$ cat src/rtl/pak_dsp_rif_pkg.sv
// Shared constants and types for the pak_dsp register interface: address map,
// ID value, CTRL field positions and the APB responder state machine.
package pak_dsp_rif_pkg;

  localparam logic [31:0] ID_OFFS     = 32'h0000_0000;
  localparam logic [31:0] CTRL_OFFS   = 32'h0000_0004;
  localparam logic [31:0] STATUS_OFFS = 32'h0000_0008;
  localparam logic [31:0] DUC_BASE    = 32'h0000_0040;
  localparam logic [31:0] DDC_BASE    = 32'h0000_0080;

  localparam logic [31:0] ID_VALUE = 32'h5044_5350;

  localparam int CTRL_DUC_COMMIT  = 0;
  localparam int CTRL_DDC_COMMIT  = 1;
  localparam int CTRL_DUC_BYP_LSB = 4;
  localparam int CTRL_DDC_BYP_LSB = 8;

  localparam logic [1:0] BYPASS_RESET = 2'b11;

  typedef enum logic [1:0] {
    IDLE,
    WAIT,
    RESP
  } apb_state_e;

  // SEL_ERR covers unmapped addresses and writes to read-only registers.
  typedef enum logic [2:0] {
    SEL_ID,
    SEL_CTRL,
    SEL_STATUS,
    SEL_DUC,
    SEL_DDC,
    SEL_ERR
  } reg_sel_e;

  function automatic logic [31:0] ctrl_readback(input logic [1:0] duc_bp,
                                                input logic [1:0] ddc_bp);
    logic [31:0] v;
    v = '0;
    v[CTRL_DUC_BYP_LSB +: 2] = duc_bp;
    v[CTRL_DDC_BYP_LSB +: 2] = ddc_bp;
    return v;
  endfunction

endpackage

$ cat src/rtl/pak_dsp_coeff_bank.sv
// One chain's coefficient storage: software-visible shadow bank, filter-facing
// active bank, and the pending flag that gates the shadow-to-active copy.
module pak_dsp_coeff_bank #(
  parameter int COEFF_WIDTH = 16,
  parameter int N_COEFFS    = 16,
  parameter int IDX_W       = 4
) (
  input  logic                            clk,
  input  logic                            arst_n,
  input  logic                            wr_en,
  input  logic [IDX_W-1:0]                wr_idx,
  input  logic [COEFF_WIDTH-1:0]          wr_data,
  input  logic                            commit,
  input  logic                            idle,
  input  logic [IDX_W-1:0]                rd_idx,
  output logic [COEFF_WIDTH-1:0]          rd_data,
  output logic                            pending,
  output logic [N_COEFFS*COEFF_WIDTH-1:0] active_flat
);

  logic [COEFF_WIDTH-1:0] shadow_q [N_COEFFS];
  logic [COEFF_WIDTH-1:0] shadow_d [N_COEFFS];
  logic [COEFF_WIDTH-1:0] active_q [N_COEFFS];
  logic [COEFF_WIDTH-1:0] active_d [N_COEFFS];
  logic                   pending_q;
  logic                   pending_d;

  // The copy reads shadow_q, so a shadow write landing on the copy edge only
  // reaches the shadow bank. A fresh commit re-arms pending even on a copy edge.
  always_comb begin
    shadow_d  = shadow_q;
    active_d  = active_q;
    pending_d = pending_q;
    if (pending_q && idle) begin
      active_d  = shadow_q;
      pending_d = 1'b0;
    end
    if (commit) begin
      pending_d = 1'b1;
    end
    if (wr_en) begin
      shadow_d[wr_idx] = wr_data;
    end
  end

  always_ff @(posedge clk or negedge arst_n) begin
    if (!arst_n) begin
      shadow_q  <= '{default: '0};
      active_q  <= '{default: '0};
      pending_q <= 1'b0;
    end else begin
      shadow_q  <= shadow_d;
      active_q  <= active_d;
      pending_q <= pending_d;
    end
  end

  assign rd_data = shadow_q[rd_idx];
  assign pending = pending_q;

  for (genvar i = 0; i < N_COEFFS; i++) begin : g_flat
    assign active_flat[i*COEFF_WIDTH +: COEFF_WIDTH] = active_q[i];
  end

endmodule

$ cat src/rtl/pak_dsp_rif.sv
// APB3 responder owning the bypass and coefficient configuration of the duc and
// ddc chains. Every access takes one wait state: IDLE -> WAIT -> RESP.
module pak_dsp_rif #(
  parameter int COEFF_WIDTH = 16,
  parameter int N_COEFFS_0  = 8,
  parameter int N_COEFFS_1  = 8,
  parameter int ADDR_WIDTH  = 8
) (
  input  logic                                          clk,
  input  logic                                          arst_n,
  input  logic                                          psel,
  input  logic                                          penable,
  input  logic                                          pwrite,
  input  logic [ADDR_WIDTH-1:0]                         paddr,
  input  logic [31:0]                                   pwdata,
  output logic                                          pready,
  output logic [31:0]                                   prdata,
  output logic                                          pslverr,
  input  logic                                          duc_idle,
  input  logic                                          ddc_idle,
  output logic [1:0]                                    duc_bypass,
  output logic [1:0]                                    ddc_bypass,
  output logic [(N_COEFFS_0+N_COEFFS_1)*COEFF_WIDTH-1:0] duc_coeffs,
  output logic [(N_COEFFS_0+N_COEFFS_1)*COEFF_WIDTH-1:0] ddc_coeffs
);

  import pak_dsp_rif_pkg::*;

  localparam int N_TOTAL = N_COEFFS_0 + N_COEFFS_1;
  localparam int IDX_W   = (N_TOTAL > 1) ? $clog2(N_TOTAL) : 1;

  if (COEFF_WIDTH > 32 || N_TOTAL > 16) begin : g_param_check
    $error("pak_dsp_rif: COEFF_WIDTH must be <= 32 and N_COEFFS_0+N_COEFFS_1 <= 16");
  end

  apb_state_e       state_q, state_d;
  reg_sel_e         sel_q, sel_d;
  logic             write_q, write_d;
  logic [IDX_W-1:0] idx_q, idx_d;
  logic [31:0]      wdata_q, wdata_d;
  logic [1:0]       duc_bp_q, duc_bp_d;
  logic [1:0]       ddc_bp_q, ddc_bp_d;
  logic             pready_q, pready_d;
  logic [31:0]      prdata_q, prdata_d;
  logic             pslverr_q, pslverr_d;

  logic [31:0]      addr_al;
  logic [31:0]      duc_off;
  logic [31:0]      ddc_off;
  reg_sel_e         dec_sel;
  logic [IDX_W-1:0] dec_idx;

  logic                   duc_wr, ddc_wr;
  logic                   duc_commit, ddc_commit;
  logic [COEFF_WIDTH-1:0] duc_rd, ddc_rd;
  logic                   duc_pending, ddc_pending;
  logic                   unused_wdata;

  // Write direction is folded into the decode so RO writes surface as errors.
  always_comb begin
    addr_al = 32'(paddr) & ~32'h3;
    duc_off = addr_al - DUC_BASE;
    ddc_off = addr_al - DDC_BASE;
    dec_sel = SEL_ERR;
    dec_idx = '0;
    if (addr_al == ID_OFFS) begin
      dec_sel = pwrite ? SEL_ERR : SEL_ID;
    end else if (addr_al == CTRL_OFFS) begin
      dec_sel = SEL_CTRL;
    end else if (addr_al == STATUS_OFFS) begin
      dec_sel = pwrite ? SEL_ERR : SEL_STATUS;
    end else if (addr_al >= DUC_BASE && duc_off < 32'(4 * N_TOTAL)) begin
      dec_sel = SEL_DUC;
      dec_idx = duc_off[IDX_W+1:2];
    end else if (addr_al >= DDC_BASE && ddc_off < 32'(4 * N_TOTAL)) begin
      dec_sel = SEL_DDC;
      dec_idx = ddc_off[IDX_W+1:2];
    end
  end

  always_comb begin
    state_d    = state_q;
    sel_d      = sel_q;
    write_d    = write_q;
    idx_d      = idx_q;
    wdata_d    = wdata_q;
    duc_bp_d   = duc_bp_q;
    ddc_bp_d   = ddc_bp_q;
    pready_d   = 1'b0;
    prdata_d   = '0;
    pslverr_d  = 1'b0;
    duc_wr     = 1'b0;
    ddc_wr     = 1'b0;
    duc_commit = 1'b0;
    ddc_commit = 1'b0;
    case (state_q)
      IDLE: begin
        if (psel && penable) begin
          state_d = WAIT;
          sel_d   = dec_sel;
          write_d = pwrite;
          idx_d   = dec_idx;
          wdata_d = pwdata;
        end
      end
      WAIT: begin
        state_d  = RESP;
        pready_d = 1'b1;
        if (sel_q == SEL_ERR) begin
          pslverr_d = 1'b1;
        end else if (write_q) begin
          case (sel_q)
            SEL_CTRL: begin
              duc_bp_d   = wdata_q[CTRL_DUC_BYP_LSB +: 2];
              ddc_bp_d   = wdata_q[CTRL_DDC_BYP_LSB +: 2];
              duc_commit = wdata_q[CTRL_DUC_COMMIT];
              ddc_commit = wdata_q[CTRL_DDC_COMMIT];
            end
            SEL_DUC: duc_wr = 1'b1;
            SEL_DDC: ddc_wr = 1'b1;
            default: ;
          endcase
        end else begin
          case (sel_q)
            SEL_ID:     prdata_d = ID_VALUE;
            SEL_CTRL:   prdata_d = ctrl_readback(duc_bp_q, ddc_bp_q);
            SEL_STATUS: prdata_d = {30'b0, ddc_pending, duc_pending};
            SEL_DUC:    prdata_d = 32'(duc_rd);
            SEL_DDC:    prdata_d = 32'(ddc_rd);
            default:    prdata_d = '0;
          endcase
        end
      end
      RESP: begin
        state_d = IDLE;
      end
      default: begin
        state_d = IDLE;
      end
    endcase
  end

  always_ff @(posedge clk or negedge arst_n) begin
    if (!arst_n) begin
      state_q   <= IDLE;
      sel_q     <= SEL_ERR;
      write_q   <= 1'b0;
      idx_q     <= '0;
      wdata_q   <= '0;
      duc_bp_q  <= BYPASS_RESET;
      ddc_bp_q  <= BYPASS_RESET;
      pready_q  <= 1'b0;
      prdata_q  <= '0;
      pslverr_q <= 1'b0;
    end else begin
      state_q   <= state_d;
      sel_q     <= sel_d;
      write_q   <= write_d;
      idx_q     <= idx_d;
      wdata_q   <= wdata_d;
      duc_bp_q  <= duc_bp_d;
      ddc_bp_q  <= ddc_bp_d;
      pready_q  <= pready_d;
      prdata_q  <= prdata_d;
      pslverr_q <= pslverr_d;
    end
  end

  pak_dsp_coeff_bank #(
    .COEFF_WIDTH (COEFF_WIDTH),
    .N_COEFFS    (N_TOTAL),
    .IDX_W       (IDX_W)
  ) u_duc_bank (
    .clk         (clk),
    .arst_n      (arst_n),
    .wr_en       (duc_wr),
    .wr_idx      (idx_q),
    .wr_data     (wdata_q[COEFF_WIDTH-1:0]),
    .commit      (duc_commit),
    .idle        (duc_idle),
    .rd_idx      (idx_q),
    .rd_data     (duc_rd),
    .pending     (duc_pending),
    .active_flat (duc_coeffs)
  );

  pak_dsp_coeff_bank #(
    .COEFF_WIDTH (COEFF_WIDTH),
    .N_COEFFS    (N_TOTAL),
    .IDX_W       (IDX_W)
  ) u_ddc_bank (
    .clk         (clk),
    .arst_n      (arst_n),
    .wr_en       (ddc_wr),
    .wr_idx      (idx_q),
    .wr_data     (wdata_q[COEFF_WIDTH-1:0]),
    .commit      (ddc_commit),
    .idle        (ddc_idle),
    .rd_idx      (idx_q),
    .rd_data     (ddc_rd),
    .pending     (ddc_pending),
    .active_flat (ddc_coeffs)
  );

  assign unused_wdata = ^wdata_q;

  assign pready     = pready_q;
  assign prdata     = prdata_q;
  assign pslverr    = pslverr_q;
  assign duc_bypass = duc_bp_q;
  assign ddc_bypass = ddc_bp_q;

endmodule
$ cat config.mk
export PLATFORM = sky130hd
export DESIGN_NAME = pak_dsp_rif
export DESIGN_NICKNAME = d
export VERILOG_FILES = /design/src/rtl/pak_dsp_rif_pkg.sv /design/src/rtl/pak_dsp_coeff_bank.sv /design/src/rtl/pak_dsp_rif.sv
export SDC_FILE = /design/constraint.sdc
export NUM_CORES = 1
export LEC_CHECK = 0
export ABC_AREA = 1
export CAP_MARGIN = 40
export CORE_AREA = 2 2 304 306
export CTS_CLUSTER_DIAMETER = 120
export DETAILED_ROUTE_END_ITERATION = 8
export DIE_AREA = 0 0 306 308
export PLACE_DENSITY_LB_ADDON = 0.15
export SLEW_MARGIN = 20
export SYNTH_ARGS = -nofsm -noshare
export SYNTH_HDL_FRONTEND = slang
export SYNTH_HIERARCHICAL = 1
export SYNTH_SLANG_ARGS = --single-unit
$ cat constraint.sdc
create_clock -name clk -period 2.3 [get_ports clk]
set_clock_uncertainty 0.15 [all_clocks]
set_input_delay 0.46 -clock clk [delete_from_list [all_inputs] [get_ports clk]]
set_output_delay 0.46 -clock clk [all_outputs]
set_load 0.02 [all_outputs]
==> Word level (Yosys, flattened, before mapping) <==
Cells that the tools add are included.
{ "classes": {"n_addsub": 2, "n_mul": 0, "n_div": 0, "n_lt_le_gt_ge": 6, "eq_ne": 9, "n_shift": 0, "mux": 51, "bitwise": 2, "n_reduce_logical": 13} }
{ "ops": {"columns": ["operator", "count"], "rows": [
  ["$bwmux W256", 2],
  ["$pmux W31 S5", 1],
  ["$bmux W16 S4", 2],
  ["$mux W31", 3],
  ["$mux W16", 5],
  ["$demux W16 S4", 1],
  ["$lt A32 B7 Y1 const B", 2],
  ["$logic_not A32 Y1", 1],
  ["$mux W1", 24],
  ["$mux W4", 5],
  ["$mux W3", 6],
  ["$sub A8 B7 Y9 const B", 1],
  ["$sub A8 B8 Y9 const B", 1],
  ["$ge A8 B7 Y1 const B", 1],
  ["$ge A8 B8 Y1 const B", 1],
  ["$eq A3 B2 Y1 const B", 2],
  ["$eq A3 B3 Y1 const B", 2],
  ["$eq A6 B1 Y1 const B", 1],
  ["$eq A6 B2 Y1 const B", 1],
  ["$logic_and A1 B1 Y1", 6],
  ["$ge A5 B5 Y1 const B", 1],
  ["$lt A5 B1 Y1 const B", 1],
  ["$not A4 Y5", 1],
  ["$pmux W2 S2", 1],
  ["10 further kinds", 11]
]} }
{ "totals": {"ff_bits": 1090, "latchBits": 0, "ram_bits": 0, "rom_bits": 0, "inputBits": 47, "output_inout_bits": 550, "elab_cells": 159, "memories": 0} }

==> Depth between registers and ports, before layout <==
{ "logic_depth": {"depth_word": 8, "ltp_mapped": 12, "ltp_nobuf": 10} }

==> Modules after synthesis <==
Netlist, hierarchy kept.
{ "modules_own_cells": {"columns": ["module", "instances", "cells_per_inst", "area_each_um2", "seq_area_each_um2"], "rows": [
  ["pak_dsp_coeff_bank", 2, 2511, 21409.3, 12837.3],
  ["pak_dsp_rif", 1, 296, 2351.0, 1233.7]
]} }

==> Worst setup path before layout <==
Ideal clock, no wire load.
{ "synth_timing": {"path_kind": "register to register", "start": "register sel_q[0]", "end": "register u_duc_bank/shadow_q[149] (netlist name)", "setup_time_ns": 0.130, "t_arrival_ns": 2.186, "t_required_ns": 2.020, "setup_slack_ns": -0.166, "stages_incl_launch_ff": 11, "path_buffers": 3, "period_less_slack_ns": 2.466, "path_cell_list": "dfstp_2 -> buf_6 -> inv_1 -> nor3_2 -> buf_4 -> nand2_1 -> nor2_1 -> nand3b_4 -> nor3_4 -> clkbuf_1 -> o21ai_0"} }
{ "synth_between": {"elab_chain_cells": 5, "word_cells_on_any_way": 6, "cone_classes": "2 x eq/ne; 4 x mux"} }
{ "synth_lines": {"columns": ["item", "line_no", "rtl"], "rows": [
  ["start, declared", "pak_dsp_rif.sv:37", "reg_sel_e sel_q, sel_d;"],
  ["start signal, assigned", "pak_dsp_rif.sv:157", "sel_q <= sel_d;"],
  ["$eq A3 B2 Y1", "pak_dsp_rif.sv:112", "case (sel_q)"],
  ["$mux W1", "pak_dsp_rif.sv:112", null],
  ["$mux W1", "pak_dsp_rif.sv:111", "end else if (write_q) begin"],
  ["$mux W1 *", "pak_dsp_rif.sv:109", "if (sel_q == SEL_ERR) begin"],
  ["$mux W1 *", "pak_dsp_rif.sv:96", "case (state_q)"],
  ["named net duc_wr", "pak_dsp_rif.sv:53", "logic duc_wr, ddc_wr;"],
  ["end signal, assigned", "pak_dsp_coeff_bank.sv:52", "shadow_q <= shadow_d;"],
  ["end, declared", "pak_dsp_coeff_bank.sv:21", "logic [COEFF_WIDTH-1:0] shadow_q [N_COEFFS];"]
]} }
Mark *: on every way through the listed nets, which the timed path passes. The rest lies on a longest branch.
A chain may end at the register's enable or synchronous reset.

==> Worst setup path in the final report <==
{ "layout_timing": {"start": "register idx_q[0]", "end": "register prdata_q[6] (netlist: prdata[6])"} }
{ "layout_between": {"elab_chain_cells": 8, "word_cells_on_any_way": 11, "cone_classes": "10 x mux; 1 x bitwise"} }
{ "layout_lines": {"columns": ["item", "line_no", "rtl"], "rows": [
  ["start, declared", "pak_dsp_rif.sv:39", "logic [IDX_W-1:0] idx_q, idx_d;"],
  ["start signal, assigned", "pak_dsp_rif.sv:159", "idx_q <= idx_d;"],
  ["$not A4 Y5 (implied by the code)", "pak_dsp_coeff_bank.sv:58", "assign rd_data = shadow_q[rd_idx];"],
  ["$bmux W16 S4", "pak_dsp_coeff_bank.sv:58", null],
  ["$mux W16 (implied by the code) (2 in a row)", "pak_dsp_coeff_bank.sv:58", null],
  ["named net ddc_rd[6]", "pak_dsp_rif.sv:55", "logic [COEFF_WIDTH-1:0] duc_rd, ddc_rd;"],
  ["$pmux W31 S5", "pak_dsp_rif.sv:124", "case (sel_q)"],
  ["$mux W31", "pak_dsp_rif.sv:111", null],
  ["$mux W31", "pak_dsp_rif.sv:109", null],
  ["$mux W31", "pak_dsp_rif.sv:96", null],
  ["named net prdata_d[6]", "pak_dsp_rif.sv:44", "logic [31:0] prdata_q, prdata_d;"],
  ["end signal, assigned", "pak_dsp_rif.sv:164", "prdata_q <= prdata_d;"],
  ["end, declared", "pak_dsp_rif.sv:44", null]
]} }
The timed path passes the listed nets, and every way through them passes these cells. The select of a mux whose other input is x is not followed.

==> impl_metrics.ini <==
[clock_network]
clk_transition_reported_paths_ns = 0.06
clock_tree.buffer_depth = 3
cts_tree = built
clock-sinks = 1075
htree_levels = 3
clock_insertion_delay_worst_skew_ns = 0.70
cts_root_buffer = sky130_fd_sc_hd__clkbuf_16
cts_inserted_buffers = 110

[layout]
drive_gt1_share_pct = 7.97
finish.cell_count_without_fillers = 7154
design.final.nets = 5918
finalCoreUtilization_pct = 63.4
areaGrowthSynthToFinish_pct = 27.7
fin_area_um2 = 57700

[die]
starting_density_of_the_core_pct = 49.7
die-area_um2 = 94200
die_y_um = 308
core_region_area_um2 = 91000
ioPinCount = 597
chipWidth_um = 306
fp-row-count = 111

[synthesis]
synth.cells.most_frequent = sky130_fd_sc_hd__nand2_1 (1710), sky130_fd_sc_hd__dfrtp_1 (1069), sky130_fd_sc_hd__o21ai_0 (1020)
yosysTopAreaCellShare_pct = 59.2
synth_area_leader_cell = sky130_fd_sc_hd__dfrtp_1
yosys_most_used_dff = sky130_fd_sc_hd__dfrtp_1
average_cell_area_after_synthesis_um2 = 8.49
synthTopCellsByArea = sky130_fd_sc_hd__dfrtp_1 (59%), sky130_fd_sc_hd__nand2_1 (14%), sky130_fd_sc_hd__o21ai_0 (11%), sky130_fd_sc_hd__nand3_1 (5.1%), sky130_fd_sc_hd__inv_1 (4.9%)
yosys_warnings = 6
post_synthesis_cell_count = 5318
synth_most_common_cell = sky130_fd_sc_hd__nand2_1
ys_async_sr_fraction_pct = 100
synth_seq_cells = 1075
yosys.cell_types.count = 30
mappedNetlistArea_um2 = 45200
synth-edff-count = 0
synth-seq-area-share_pct = 59.6

[sta]
worst-slew-pin-transition_ns = 0.820
setup_repair_after_global_routing_missed_its_margin = yes
timing.final.crit_period_ns = 2.30
fmaxAchievable_ghz = 0.434
worst_rel_slew_slack_pct = 45.3
fin_worst_hold_slack_ns = 0.132
setup_slack_ns = -0.00353
finalHoldViolCount = 0
layout_worst_path_cycle_share_pct = 100
setup_violations = 1
count_of_pins_over_their_slew_limit = 0

[setup_path]
reg2reg_slack_ns = -0.004
worst_path_max_delay_cell = sky130_fd_sc_hd__dfrtp_4
critical_path_peak_fanout = 23
cp.arrival_ns = 2.73
worst-r2r-cell-count = 10
critical_path.endpoint_type = flop
start_kind = flop
startpoint = idx_q[0]
setup.worst_path.class = reg2reg
crit_required_ns = 2.73
worst_path_most_repeated_cell = sky130_fd_sc_hd__nand2_1
worstPathCellList = buf_4 -> nand2_1 -> nand3_1 -> nand3_1 -> nand3_1 -> nand2_1 -> o21ai_0 -> nand2_1 -> nand2_1 -> inv_1
worstReg2RegStart = idx_q[0]
regToRegEndpoint = prdata[6]
endpoint = prdata[6]
worst_path_largest_cell_delay_ns = 0.62

[place]
gp_routability_congestion = 0.959
post-dp-hpwl_um = 117000
cells_after_dpl = 6936
placement.cell_area_um2 = 53500
numPortBuffers = 566

[global_routing]
antenna_violations_before_repair = 12
globalRouteTotalUtil_pct = 33.8
globalRouteOverflowTotal = 0
first_global_vias = 36731
grt_max_degree = 121
global_route_wire_length_before_repair_um = 237000

[run_status]
status = complete, but fails checks
violations = setup timing

[drt]
wl_per_cell_um = 22.6
drt-pass1-iter-count = 7
drcViolationCount = 0
route.antenna.remaining_nets = 0
vias = 39119
drt-total-wl_um = 162000
drt_iter0_drc = 5086
route.detailed.vias_per_inst = 5.47

[power]
finalPower_w = 0.0479
leakagePower_nw = 30.5
power.density_nw_per_um2 = 832
power.ir.vdd_worst_mv = 0.729

[flow_run]
max_cap_violations = 0

[worst_hold_path]
hp-class = in2async
layout by cell type, fill, tap and decap left out, drive strengths merged, types with 10 or more instances in the layout:
master / Yosys / layout
nand4: 10 / 10
dlygate4sd2: 0 / 293
clkbuf: 189 / 152
nand2: 1712 / 1712
nand3: 467 / 467
bufinv: 0 / 16
buf: 177 / 225
dlymetal6s2s: 0 / 131
conb: 1 / 12
clkinv: 1 / 37
dfrtp: 1069 / 1069
nor2: 35 / 35
inv: 596 / 596
clkdlybuf4s50: 0 / 137
o21ai: 1040 / 1040
stage by stage:
step / TNS [ns] / setup slack, ns
2_1_floorplan: 0 / 0.0510
3_3_place_gp: -0.0378 / -0.0378
3_5_place_dp: -0.0527 / -0.0527
4_1_cts: 0 / 0.00000833
5_1_grt: -0.0853 / -0.0231
6_report: -0.00353 / -0.00353
repair_timing:
item,4_1_cts,5_1_grt
setup buffers,0,3
cloned,1,4
endpoints found under the setup margin,298,295
endpoints found under the hold margin,273,0
hold buffers,1,0
resized for setup,306,161
pin swaps,0,4
state kept, by name (all words and copies together) (netlist names):
| register | count |
|---|---|
| u_ddc_bank/active_flat | 256 |
| u_ddc_bank/shadow_q | 256 |
| u_duc_bank/active_flat | 256 |
| u_duc_bank/shadow_q | 256 |
| prdata | 17 |
| wdata_q | 16 |
| idx_q | 4 |
| sel_q | 3 |
| ddc_bypass | 2 |
| duc_bypass | 2 |
| state_q | 2 |
| pready | 1 |
| pslverr | 1 |
| u_ddc_bank/pending | 1 |
| u_duc_bank/pending | 1 |
| write_q | 1 |
final cells by class:
class / count / area [um2]
fill: 7862 / 33300
clock buffer: 148 / 3110
timing repair buffer: 796 / 8590
clock inverter: 54 / 753
sequential: 1075 / 26900
tap: 1186 / 1480
inverter: 597 / 2260
antenna: 7 / 17.5
multi-input combinational: 3291 / 14500
power breakdown:
| part | internal, W | total (W) | switching, W |
|---|---|---|---|
| clock network | 0.0113 | 0.0190 | 0.00770 |
| logic | 0.00258 | 0.00867 | 0.00609 |
| registers | 0.0196 | 0.0203 | 0.000663 |
routing by layer:
layer / vias to the layer above / wire (um) / global-route usage [%]
met2: 1930 / 75400 / 53.9
li1: 17889 / - / -
met4: 8 / 8700 / 15.9
met5: - / 50 / 0
met3: 381 / 13800 / 5.32
met1: 18911 / 63600 / 45.7
critical path, delay by kind of cell, from the launching register on:
family / cells / cell delay (ns)
DFF: 1 / 0.62
buffers and inverters: 2 / 0.38
and+or+nand+nor: 7 / 0.70
AOI/OAI and AO/OA: 1 / 0.32
logic make-up after synthesis:
kind of cell    Yosys count  share of synthesized area [%]
compound gates         1044                           11.6
buf+inv                 963                           8.55
flops                  1075                           59.6
other cells               1                        0.00830
simple gates           2235                           20.3
how the worst min path moves through the flow:
| stage | end | slack [ns] |
|---|---|---|
| detailed placement | u_duc_bank/active_flat[53] | 0.24 |
| global route | u_duc_bank/shadow_q[243] | 0.14 |
| floorplan | idx_q[0] | 0.01 |
| CTS | u_duc_bank/active_flat[39] | 0.13 |
| finish | u_duc_bank/active_flat[53] | 0.13 |
| global placement | u_duc_bank/shadow_q[168] | 0.25 |
No activity file was read; power rests on OpenSTA's default activity.
